## config.mk

```make
export PLATFORM = sky130hd
export DESIGN_NAME = rocket_frame_readout
export DESIGN_NICKNAME = d
export VERILOG_FILES = /design/src/rtl/rocket_frame_readout.sv
export SDC_FILE = /design/constraint.sdc
export NUM_CORES = 2
export LEC_CHECK = 0
export CAP_MARGIN = 20
export CELL_PAD_IN_SITES_DETAIL_PLACEMENT = 1
export CELL_PAD_IN_SITES_GLOBAL_PLACEMENT = 1
export CORE_AREA = 2 2 310 235
export DETAILED_ROUTE_END_ITERATION = 12
export DIE_AREA = 0 0 312 237
export HOLD_SLACK_MARGIN = 0.03
export PLACE_DENSITY = 0.87
export SYNTH_ARGS = -nofsm -noshare
export SYNTH_HDL_FRONTEND = slang
export SYNTH_SLANG_ARGS = --single-unit
export TNS_END_PERCENT = 100
```

## constraint.sdc

```tcl
create_clock -name clk50 -period 7.15 [get_ports clk50]
set_input_delay 1.43 -clock clk50 [delete_from_list [all_inputs] [get_ports clk50]]
set_output_delay 1.43 -clock clk50 [all_outputs]
set_load 0.01 [all_outputs]
```

## src/rtl/rocket_frame_readout.sv

```systemverilog
// Rocket telemetry frame serializer: snapshots NWORDS data words at frame start, frames them
// with an optional sync header and modular checksum, and shifts bits out on gclk/load edges.
module rocket_frame_readout #(
  parameter int                WIDTH     = 10,
  parameter int                NWORDS    = 52,
  parameter bit                SYNC_EN   = 1'b1,
  parameter logic [WIDTH-1:0]  SYNC_WORD = 10'h3A5,
  parameter bit                CKSUM_EN  = 1'b1,
  parameter bit                MSB_FIRST = 1'b1,
  parameter logic [WIDTH-1:0]  IDLE_WORD = '0,
  localparam int               NSLOTS    = NWORDS + int'(SYNC_EN) + int'(CKSUM_EN),
  localparam int               IDXW      = (NSLOTS > 1) ? $clog2(NSLOTS) : 1
) (
  input  logic                     clk50,
  input  logic                     rst,
  input  logic                     enable,
  input  logic                     gclk,
  input  logic                     load,
  input  logic                     frame_clr,
  input  logic [NWORDS*WIDTH-1:0]  words_in,
  output logic                     serial_out,
  output logic [IDXW-1:0]          slot_idx,
  output logic                     word_strobe,
  output logic                     frame_done,
  output logic                     ovr_err
);

  localparam int BW = $clog2(WIDTH + 1);
  localparam logic [IDXW-1:0] LAST_IDX = IDXW'(NSLOTS - 1);

  logic                     gclk_d, load_d;
  logic [WIDTH-1:0]         shreg;
  logic [BW-1:0]            bits_left;
  logic [WIDTH-1:0]         cksum;
  logic                     last_flag;
  logic [NWORDS*WIDTH-1:0]  snap_buf;

  logic                     gclk_rise, load_rise;
  logic                     is_sync, is_data;
  logic [IDXW-1:0]          data_pos, dsel;
  logic [NWORDS*WIDTH-1:0]  data_src;
  logic [WIDTH-1:0]         data_word, slot_val, cksum_base;

  assign gclk_rise  = gclk & ~gclk_d;
  assign load_rise  = load & ~load_d;
  assign serial_out = MSB_FIRST ? shreg[WIDTH-1] : shreg[0];

  always_comb begin
    is_sync  = SYNC_EN && (slot_idx == '0);
    data_pos = slot_idx - IDXW'(SYNC_EN);
    is_data  = !is_sync && (int'(data_pos) < NWORDS);
    dsel     = is_data ? data_pos : '0;
    // Slot 0 can only be a data slot without sync; it must see words_in before the snapshot lands.
    data_src  = (slot_idx == '0) ? words_in : snap_buf;
    data_word = data_src[int'(dsel)*WIDTH +: WIDTH];
    if (is_sync)      slot_val = SYNC_WORD;
    else if (is_data) slot_val = data_word;
    else              slot_val = cksum;
    cksum_base = (slot_idx == '0) ? '0 : cksum;
  end

  always_ff @(posedge clk50) begin
    word_strobe <= 1'b0;
    frame_done  <= 1'b0;
    if (rst) begin
      gclk_d    <= 1'b0;
      load_d    <= 1'b0;
      shreg     <= '0;
      bits_left <= '0;
      cksum     <= '0;
      last_flag <= 1'b0;
      snap_buf  <= '0;
      slot_idx  <= '0;
      ovr_err   <= 1'b0;
    end else begin
      gclk_d <= gclk;
      load_d <= load;
      if (frame_clr) begin
        shreg     <= '0;
        bits_left <= '0;
        cksum     <= '0;
        last_flag <= 1'b0;
        slot_idx  <= '0;
        ovr_err   <= 1'b0;
      end else if (load_rise) begin
        bits_left <= BW'(WIDTH);
        if (enable) begin
          shreg <= slot_val;
          if (bits_left != '0) ovr_err <= 1'b1;
          if (slot_idx == LAST_IDX) begin
            slot_idx  <= '0;
            last_flag <= 1'b1;
          end else begin
            slot_idx <= slot_idx + 1'b1;
          end
          if (slot_idx == '0) snap_buf <= words_in;
          if (is_data) begin
            cksum       <= cksum_base + data_word;
            word_strobe <= 1'b1;
          end else if (slot_idx == '0) begin
            cksum <= '0;
          end
        end else begin
          shreg <= IDLE_WORD;
        end
      end else if (gclk_rise && bits_left != '0) begin
        shreg     <= MSB_FIRST ? {shreg[WIDTH-2:0], 1'b0} : {1'b0, shreg[WIDTH-1:1]};
        bits_left <= bits_left - 1'b1;
        if (bits_left == BW'(1) && last_flag) begin
          frame_done <= 1'b1;
          last_flag  <= 1'b0;
        end
      end
    end
  end

endmodule

```

==> results.toml <==
[logic_synthesis]
synth.area.top_cells = "dfxtp_1 (43%), nand2_1 (17%), a21oi_1 (12%)"
syn-num-nets = 4053
synth_area_per_cell_sq_um = 7.406
yosys_warnings = 0
synth-seq-cells = 556
synth_area_sq_um = 26010
netlist.area_leader.share = 0.4280
synth_edf_count = 0
seq_area_frac_synth = 0.4280
synth_most_common_cell = "nand2_1"
netlist_instances = 3512
synth_cell_types = 92
synthArstFlopShare = 0
ys.flop_type = "dfxtp_1"
synth_top_area_cell = "dfxtp_1"
synthTopCellsByCount = "nand2_1 (1,199), a21oi_1 (617), dfxtp_1 (556)"

[grt]
antenna_found_initial = 22
grt_pass1_vias = 28100
grt_remaining_overflow = 0
top_usage_layer = "met2"
grtUsageMet3 = 0.07716
grt_max_degree = 231
grt_use_total = 0.3143
grt_util_met2 = 0.4979
grt_pass1_wl_um = 178900
grt_util_met1 = 0.4177

[clock_network]
cts_sinks = 556
cts_resized = 0
insertion_delay_ns = 0.63
numCtsBuffers = 55
clk_pin_slew_worst_paths_ns = 0.07
clock_path_buffers = 3
postCtsHoldBufs = 0
ctsRootBufferMaster = "clkbuf_16"
htree_levels = 2
post_cts_buffers = 0
cts_tree = "done"

[power_and_ir_drop]
seqPwrFrac = 0.457
netSwitchingFraction = 0.2640
switching_power_w = 0.001879
combPwrFrac = 0.126
ir_drop_uv = 167.2
p_leak_nw = 11.42
p_per_area_nw_per_um2 = 210.5
p_int_w = 0.005239
pwr-share-clk = 0.417

[detailed_routing]
drt_iter0_drc = 2881
ant_nets = 0
drcViolationCount = 0
num_vias = 28300
vias_per_cell = 5.786
avgRoutedWirePerCell_um = 24.74
drt-pass1-iter-count = 8
drt-total-wl_um = 121000

[placed_design]
io_buffer_count = 535
dpl-instance-area_sq_um = 31990
place_congestion = 1.003
hpwl_um = 87700

[layout]
register_area_sq_um = 11130
area_growth_pct = 30.00
design_area_sq_um = 33810
fill_cells = 8751
nets = 4417
multi_input_area_sq_um = 13540
drive_above_1_share = 0.04973

[critical_path]
cp-start-kind = "register"
path_max_fanout = 25
crit_type = "reg -> reg"
cp_data_required_time_ns = 7.67
arrival_ns = 7.28
cp-end-kind = "register"

[timing]
fin_crit_sh = 0.9444
rsz0062_at_grt = "no"
timing.fmax_mhz = 148.1
slew_violations = 0
slew_headroom = 0.1591
finalClockSkew_ns = 0.02453
fin_crit_ns = 6.753
setup_viol = 0
worstMarginPinSlew_ns = 1.261
hold_viol_final = 0
setup_tns_ns = 0

[floorplanning]
coreArea_sq_um = 71040
floorplan.initialDensity = 0.3661
ios = 536
rows = 85
die_h_um = 237
die_width_um = 312
die-area_sq_um = 73940

[status]
outcome = "finished, final reports clean"

[hold_path]
hp-class = "reg -> reg"

[run]
drv_cap = 0
## path summary, 6_finish.rpt
kind                     from          end  slack [ns]  depth (start not counted)
hold / removal    snap_buf[8]  snap_buf[8]        0.45                          2
setup / recovery  slot_idx[1]     cksum[9]        0.40                         21
hold reg to reg   snap_buf[8]  snap_buf[8]        0.45                          2
setup reg to reg  slot_idx[1]     cksum[9]        0.40                         21
## per-layer routing
metal / vias to the layer above / share of wire
met1: 13830 / 0.41
met2: 1281 / 0.45
met5: - / 0.0011
met4: 20 / 0.036
met3: 247 / 0.098
li1: 12930 / -
## cell usage in the layout, fill, tap and decap left out, types with 14 or more instances in the layout
cell type	instances
buf_4	53
nor2b_1	15
o22ai_1	56
nor3_1	42
mux2i_1	41
a221o_1	19
a22oi_1	30
ha_1	14
a21oi_1	617
or3_1	14
a222oi_1	37
a211oi_1	14
a31oi_1	26
and2_1	24
clkdlybuf4s50_1	534
o21ai_0	44
inv_1	16
nand3_1	42
clkbuf_1	14
o211ai_1	14
dfxtp_1	555
buf_12	15
a221oi_1	41
xnor2_1	15
o221ai_1	30
clkbuf_16	56
nor2_1	128
nand2_1	1199
## state kept, by name, summed over array words and instances (netlist names)
register	count
last_flag	1
ovr_err	1
bits_left	4
snap_buf	520
load_d	1
word_strobe	1
shreg	10
cksum	10
frame_done	1
gclk_d	1
slot_idx	6
## layout make-up
type / instances / share of cell area
multi-input combinational: 2643 / 0.4004
sequential: 556 / 0.3292
timing repair buffer: 603 / 0.1792
clock buffer: 81 / 0.04748
tap: 957 / 0.03541
clock inverter: 21 / 0.005440
inverter: 17 / 0.001887
antenna: 13 / 0.0009621
## cells by family after synthesis
logic type / share of synthesized area
AOI/OAI and AO/OA: 0.2499
xor gates and xnor gates: 0.006398
adders and majority gates: 0.007505
buffers and inverters: 0.05374
DFF: 0.4280
muxes: 0.01838
and+or+nand+nor: 0.2362
## worst max-delay path: stages, from the launching register on
cell and delay, ns:
dfxtp_1 0.52, inv_1 0.18, ha_1 0.16, buf_4 0.31
or4b_4 0.53, nand2_1 0.12, o22a_1 0.55, nor2_4 0.24
nor2_2 0.54, a221oi_1 0.19, a2111oi_0 0.98, nand2_1 0.30
nor2b_1 0.24, ha_1 0.34, nor2b_1 0.14, o21a_1 0.19
o41a_1 0.36, a21o_1 0.20, a21oi_1 0.16, xnor2_1 0.15
xnor2_1 0.15, o21ai_1 0.08
## power by group through the flow
stage	logic, W	registers, W	clock network (W)
4_1_cts	0.000887	0.00325	0.00298
2_1_floorplan	0.000390	0.00329	0
6_report	0.000897	0.00325	0.00297
5_1_grt	0.000957	0.00326	0.00312
3_3_place_gp	0.000868	0.00331	0
3_5_place_dp	0.000880	0.00332	0
## per-stage QoR
step,setup WS [ns],hold slack (ns),util,power (W),cells
global route,0.02110,0.4717,0.4757,0.007329,4884
floorplan,1.580,0.4316,-,0.003677,3512
global placement,0.6050,0.4375,0.4503,0.004182,4776
CTS,0.4501,0.4542,0.4755,0.007119,4878
detailed placement,0.5044,0.4465,0.4503,0.004196,4776
finish,0.3973,0.4540,0.4759,0.007118,4891
(Power assumes the default switching activity.)
